[src/rtl/tm_out_vector_capture_if.sv]
// Vector/response bus between the netlist-facing capture block and its consumer.
// The slave view belongs to the capture block. The master view belongs to the environment.
interface tm_out_vector_capture_if #(
    parameter int WIDTH = 62,
    parameter int HD_W  = 7
);
    logic [WIDTH-1:0] vec_in;
    logic             vec_valid;
    logic [WIDTH-1:0] out_data;
    logic [HD_W-1:0]  out_hd;
    logic             out_valid;
    logic             out_ready;

    modport master (
        output vec_in, vec_valid, out_ready,
        input  out_data, out_hd, out_valid
    );

    modport slave (
        input  vec_in, vec_valid, out_ready,
        output out_data, out_hd, out_valid
    );
endinterface

[src/rtl/tm_out_vector_capture.sv]
// Response capture for gate-level power characterisation: samples the netlist output
// vector, tracks toggle statistics per run and queues {vector, hamming distance} for a consumer.
module tm_out_vector_capture #(
    parameter int WIDTH   = 62,
    parameter int DEPTH   = 16,
    parameter int NUM_VEC = 1000,
    parameter int CNT_W   = 32,
    parameter int HD_W    = 7
) (
    input  logic                   clk,
    input  logic                   rst,
    input  logic                   start,
    tm_out_vector_capture_if.slave vec_bus,
    output logic                   busy,
    output logic                   done,
    output logic                   overflow,
    output logic [CNT_W-1:0]       vec_count,
    output logic [CNT_W-1:0]       toggle_total
);
    localparam int PTR_W = $clog2(DEPTH);

    typedef enum logic [1:0] {ST_IDLE, ST_CAPTURE, ST_DRAIN, ST_DONE} state_t;
    state_t state, state_next;

    logic [WIDTH-1:0] mem_data [DEPTH];
    logic [HD_W-1:0]  mem_hd   [DEPTH];
    logic [PTR_W:0]   rd_ptr, wr_ptr, fill;
    logic             empty, full, pop, push, sample, clear_run;
    logic [WIDTH-1:0] prev;
    logic             first;
    logic [HD_W-1:0]  hd;

    function automatic logic [HD_W-1:0] popcount(input logic [WIDTH-1:0] v);
        logic [HD_W-1:0] n;
        n = '0;
        for (int i = 0; i < WIDTH; i++) n = n + HD_W'(v[i]);
        return n;
    endfunction

    function automatic logic [CNT_W-1:0] sat_add(input logic [CNT_W-1:0] a,
                                                 input logic [HD_W-1:0]  b);
        logic [CNT_W:0] s;
        s = {1'b0, a} + (CNT_W+1)'(b);
        return s[CNT_W] ? '1 : s[CNT_W-1:0];
    endfunction

    // Pointers carry one extra bit so full and empty are distinguishable.
    assign fill   = wr_ptr - rd_ptr;
    assign empty  = (fill == '0);
    assign full   = (fill == (PTR_W+1)'(DEPTH));
    assign pop    = !empty && vec_bus.out_ready;
    assign sample = (state == ST_CAPTURE) && vec_bus.vec_valid;
    // A full FIFO still accepts a push when the head leaves on the same edge.
    assign push   = sample && (!full || pop);
    assign hd     = first ? '0 : popcount(vec_bus.vec_in ^ prev);

    assign vec_bus.out_valid = !empty;
    assign vec_bus.out_data  = empty ? '0 : mem_data[rd_ptr[PTR_W-1:0]];
    assign vec_bus.out_hd    = empty ? '0 : mem_hd[rd_ptr[PTR_W-1:0]];
    assign busy = (state == ST_CAPTURE) || (state == ST_DRAIN);
    assign done = (state == ST_DONE);

    always_comb begin
        state_next = state;
        clear_run  = 1'b0;
        case (state)
            ST_IDLE, ST_DONE: begin
                if (start) begin
                    state_next = ST_CAPTURE;
                    clear_run  = 1'b1;
                end
            end
            ST_CAPTURE: begin
                if (sample && vec_count == CNT_W'(NUM_VEC - 1)) state_next = ST_DRAIN;
            end
            ST_DRAIN: begin
                if (empty) state_next = ST_DONE;
            end
            default: state_next = ST_IDLE;
        endcase
    end

    always_ff @(posedge clk or negedge rst) begin
        if (!rst) begin
            state        <= ST_IDLE;
            prev         <= '0;
            first        <= 1'b1;
            vec_count    <= '0;
            toggle_total <= '0;
            overflow     <= 1'b0;
            rd_ptr       <= '0;
            wr_ptr       <= '0;
        end else begin
            state <= state_next;
            if (clear_run) begin
                prev         <= '0;
                first        <= 1'b1;
                vec_count    <= '0;
                toggle_total <= '0;
                overflow     <= 1'b0;
            end else if (sample) begin
                prev         <= vec_bus.vec_in;
                first        <= 1'b0;
                vec_count    <= vec_count + CNT_W'(1);
                toggle_total <= sat_add(toggle_total, hd);
                if (!push) overflow <= 1'b1;
            end
            if (push) wr_ptr <= wr_ptr + (PTR_W+1)'(1);
            if (pop)  rd_ptr <= rd_ptr + (PTR_W+1)'(1);
        end
    end

    always_ff @(posedge clk) begin
        if (push) begin
            mem_data[wr_ptr[PTR_W-1:0]] <= vec_bus.vec_in;
            mem_hd[wr_ptr[PTR_W-1:0]]   <= hd;
        end
    end
endmodule

[src/flat_wrapper.sv]
// flat-port wrapper written by rule: the top's interface ports become plain ports
module tm_out_vector_capture_flat 
#(
    parameter int WIDTH   = 62,
    parameter int DEPTH   = 16,
    parameter int NUM_VEC = 1000,
    parameter int CNT_W   = 32,
    parameter int HD_W    = 7
)
  (clk, rst, start, busy, done, overflow, vec_count, toggle_total, vec_bus_vec_in, vec_bus_vec_valid, vec_bus_out_ready, vec_bus_out_data, vec_bus_out_hd, vec_bus_out_valid);
  tm_out_vector_capture_if #(.WIDTH(WIDTH), .HD_W(HD_W)) vec_bus_i ();
  input  logic clk;
  input  logic rst;
  input  logic start;
  output logic busy;
  output logic done;
  output logic overflow;
  output logic [CNT_W-1:0] vec_count;
  output logic [CNT_W-1:0] toggle_total;
  input wire logic [$bits(vec_bus_i.vec_in)-1:0] vec_bus_vec_in;
  input wire logic [$bits(vec_bus_i.vec_valid)-1:0] vec_bus_vec_valid;
  input wire logic [$bits(vec_bus_i.out_ready)-1:0] vec_bus_out_ready;
  output wire logic [$bits(vec_bus_i.out_data)-1:0] vec_bus_out_data;
  output wire logic [$bits(vec_bus_i.out_hd)-1:0] vec_bus_out_hd;
  output wire logic [$bits(vec_bus_i.out_valid)-1:0] vec_bus_out_valid;
  assign vec_bus_i.vec_in = vec_bus_vec_in;
  assign vec_bus_i.vec_valid = vec_bus_vec_valid;
  assign vec_bus_i.out_ready = vec_bus_out_ready;
  assign vec_bus_out_data = vec_bus_i.out_data;
  assign vec_bus_out_hd = vec_bus_i.out_hd;
  assign vec_bus_out_valid = vec_bus_i.out_valid;
  tm_out_vector_capture #(.WIDTH(WIDTH), .DEPTH(DEPTH), .NUM_VEC(NUM_VEC), .CNT_W(CNT_W), .HD_W(HD_W)) u_core (.clk(clk), .rst(rst), .start(start), .vec_bus(vec_bus_i), .busy(busy), .done(done), .overflow(overflow), .vec_count(vec_count), .toggle_total(toggle_total));
endmodule
[config.mk]
export PLATFORM = sky130hd
export DESIGN_NAME = tm_out_vector_capture_flat
export DESIGN_NICKNAME = d
export VERILOG_FILES = /design/src/rtl/tm_out_vector_capture_if.sv /design/src/rtl/tm_out_vector_capture.sv /design/src/flat_wrapper.sv
export SDC_FILE = /design/constraint.sdc
export NUM_CORES = 2
export LEC_CHECK = 0
export BUFFER_PORTS_ARGS = -buffer_cell sky130_fd_sc_hd__clkbuf_2
export CAP_MARGIN = 20
export CORE_MARGIN = 1
export CORE_UTILIZATION = 60
export DETAILED_ROUTE_END_ITERATION = 8
export PLACE_DENSITY = 0.88
export SETUP_SLACK_MARGIN = 0.05
export SLEW_MARGIN = 0
export SYNTH_ARGS = -nofsm -noshare
export SYNTH_HDL_FRONTEND = slang
export SYNTH_SLANG_ARGS = --single-unit
[constraint.sdc]
create_clock -name clk -period 10.8 [get_ports clk]
set_input_delay 0.54 -clock clk [delete_from_list [all_inputs] [get_ports clk]]
set_output_delay 0.54 -clock clk [all_outputs]
set_load 0.02 [all_outputs]
==> reports/summary.txt <==
fin nets -> 2,944
final setup fails -> 0
vias in the first global route -> 29,300
synth top area cells -> edfxtp_1 65%, mux4_2 15%, dfrtp_1 6.8%
CP Max Fanout -> 17
share of layout cells above drive strength 1 -> 27.8%
terminus of the critical flop-to-flop path -> u_core.toggle_total[13]
worst-skew pair later-pin latency -> 0.72 ns
most used routing layer in global routing -> met2
post-synthesis cell type count -> 58
largest net degree at the start of global routing -> 180
worst min path class -> input port to flip-flop
Tmin final -> 10.21 ns
# IOs -> 204
R2R cell count -> 27
clock-pin transition on the worst setup and hold timing paths -> 0.06 ns
GRT met1 Usage -> 40.6%
CTS tree -> done
period utilization -> 94.6%
prevailing post-synth register cell -> edfxtp_1
Final Skew -> 0.0406 ns
clock buffer depth -> 3
DIE AREA -> 86,000 µm²
r2r startpoint -> u_core.prev[46]
most common library cells after synthesis -> 1,104 x edfxtp_1, 345 x mux4_2, 151 x nand2_1, 139 x dfrtp_1, 88 x a21oi_1
post-synthesis sequential area ratio -> 72.0%
drt total wl -> 134,000 µm
Hold Path End -> u_core.rd_ptr[0]
gp weighted congestion -> 0.865
RSZ-0062 raised after global routing -> false
drt drc -> 0
Syn Nets -> 2,709
Req. time, crit path -> 11.42 ns
Worst slew margin -> 20.0%
ys async rst share -> 11.3%
DP HPWL -> 66,300 µm
reg2reg setup slack -> 0.59 ns
CTS buffer count -> 118
first-pass GRT wire length -> 195,000 µm
drt pass-1 iters -> 8
hold depth -> 3
Ys Warns -> 0
Yosys top cell by area -> edfxtp_1
Slew @ Worst Pin -> 1.20 ns
FP Rows -> 106
setup TNS -> 0 ns
clock sink total -> 1,244
drt wl/cell -> 33.1 µm
most frequent cell after synthesis -> edfxtp_1
met3 Usage GRT -> 7.95%
#FFs+latches synth -> 1,244
Routed Antenna Nets -> 0
Mean Syn Cell Area -> 19.9 µm²
total core area -> 83,800 µm²
PortBufs -> 203
Total GRT Usage -> 31.7%
CP Launch Type -> flip-flop
top cell type's share of synthesized area -> 65.1%
grt met2 use -> 51.3%
area of the mapped netlist -> 50,900 µm²
max-cap violation count -> 0
total global routing overflow -> 0
Syn Inst Count -> 2,552
WP data arrival -> 10.83 ns
1st-iter DRT viols -> 4,161
Vias/cell -> 6.96
H-tree Lvls -> 3
status -> completed
Area growth syn-to-layout -> 12.1%
Die Wd -> 293 µm
Hold Crit Start -> vec_bus_out_ready
kind of critical path -> flip-flop to flip-flop
height of the die -> 293 µm
root cell of the clock tree -> clkbuf_16
Pins Over Slew Limit -> 0
Fin. Hold Viols -> 0
FMAX -> 97.9 MHz
Initial Util -> 60.7%
CP Capture Type -> flip-flop
Post-synth EDFFs -> 1,104
initial antenna violation count -> 14
Vias -> 28,000
cells resized by post-CTS repair -> 0
-- cells by family after synthesis --
kind of cell,after synthesis,share of synthesized area [%]
compound gates,171,1.99
xor+xnor,112,1.93
fa+ha+maj,90,2.99
buf+inv,181,1.74
flops,1244,72.0
mux,349,15.3
simple gates,405,3.99
-- placed cells by master, fill, tap and decap left out, drive strengths merged, types with 5 or more instances in the layout --
master / count
o21a: 6
nor2: 46
diode: 7
nand4: 15
dfrtp: 139
nand2: 151
mux4: 345
a31oi: 7
fa: 53
nor3: 18
o211ai: 10
buf: 38
and2: 78
edfxtp: 1104
xnor2: 61
a21oi: 88
clkinvlp: 11
ha: 37
nor4: 10
or3: 8
o21ai: 31
nand3: 22
or4: 5
nor2b: 11
and3: 25
bufinv: 12
inv: 58
xor2: 51
and4: 8
clkinv: 44
a211oi: 9
clkbuf: 355
-- worst max-delay path, cell delays in order (launching register included) --
cell,delay [ns]
dfrtp_1,0.41
xnor2_1,0.18
fa_1,0.59
inv_1,0.09
fa_1,0.55
inv_1,0.09
fa_1,0.58
fa_1,0.56
inv_1,0.10
fa_1,0.54
fa_1,0.53
inv_1,0.07
fa_1,0.55
fa_1,0.46
fa_1,0.47
fa_1,0.48
nor2b_1,0.25
o21ai_0,0.12
nand2b_1,0.26
a21o_1,0.22
a21oi_1,0.11
nor2_1,0.86
ha_1,0.33
o21a_1,0.21
o211ai_1,0.09
a21oi_1,0.70
nand3_1,0.50
nand3_1,0.22
-- layer usage --
metal | routed length, µm | vias up
met2 | 65800 | 2530
met4 | 6800 | 16
met1 | 44100 | 14300
li1 | - | 10700
met3 | 16700 | 516
met5 | 109 | -
-- metrics by stage --
| step | hold slack, ns | instances | area [µm²] | worst slack, ns | util (%) |
|---|---|---|---|---|---|
| floorplan | 0.244 | 2552 | 50900 | 2.55 | - |
| global placement | 0.492 | 3797 | 53000 | 1.61 | 63.3 |
| detailed placement | 0.504 | 3797 | 53000 | 0.891 | 63.3 |
| CTS | 0.159 | 4021 | 57000 | 0.989 | 68.0 |
| global route | 0.224 | 4029 | 57100 | 0.408 | 68.1 |
| finish | 0.170 | 4031 | 57100 | 0.587 | 68.1 |
-- repair_timing --
action | in CTS | in global routing
endpoints found under the hold margin | 25 | 0
hold buffers | 1 | 0
setup buffers | 0 | 0
-- flip-flops by register name, indices dropped and copies added, names as in the netlist --
register and cells:
u_core.rd_ptr 5, u_core.wr_ptr 5, u_core.toggle_total 32, u_core.mem_data 992, u_core.vec_count 32, u_core.first 1, u_core.prev 62, u_core.mem_hd 112
u_core.state 2, u_core.overflow 1
-- layout make-up --
class	count	area, µm²
flip-flops and latches	1244	36700
fillers	4778	26700
multi-input cells	1127	13400
clock buffers	153	3230
well taps	1134	1420
repair buffers	241	1360
clock inverters	70	731
inverters	55	209
diodes	7	17.5
-- how the worst max path moves through the flow --
stage	from	end
detailed placement	vec_bus_vec_in[46]	u_core.toggle_total[26]
global route	u_core.prev[46]	u_core.toggle_total[13]
global placement	vec_bus_vec_in[46]	u_core.toggle_total[22]
finish	u_core.prev[46]	u_core.toggle_total[13]
floorplan	vec_bus_vec_in[46]	u_core.toggle_total[0]
CTS	u_core.prev[46]	u_core.toggle_total[24]
Power is left out: the tool's default activity adds up to more than one toggle a clock period on the data nets, which glitch-free logic cannot reach.
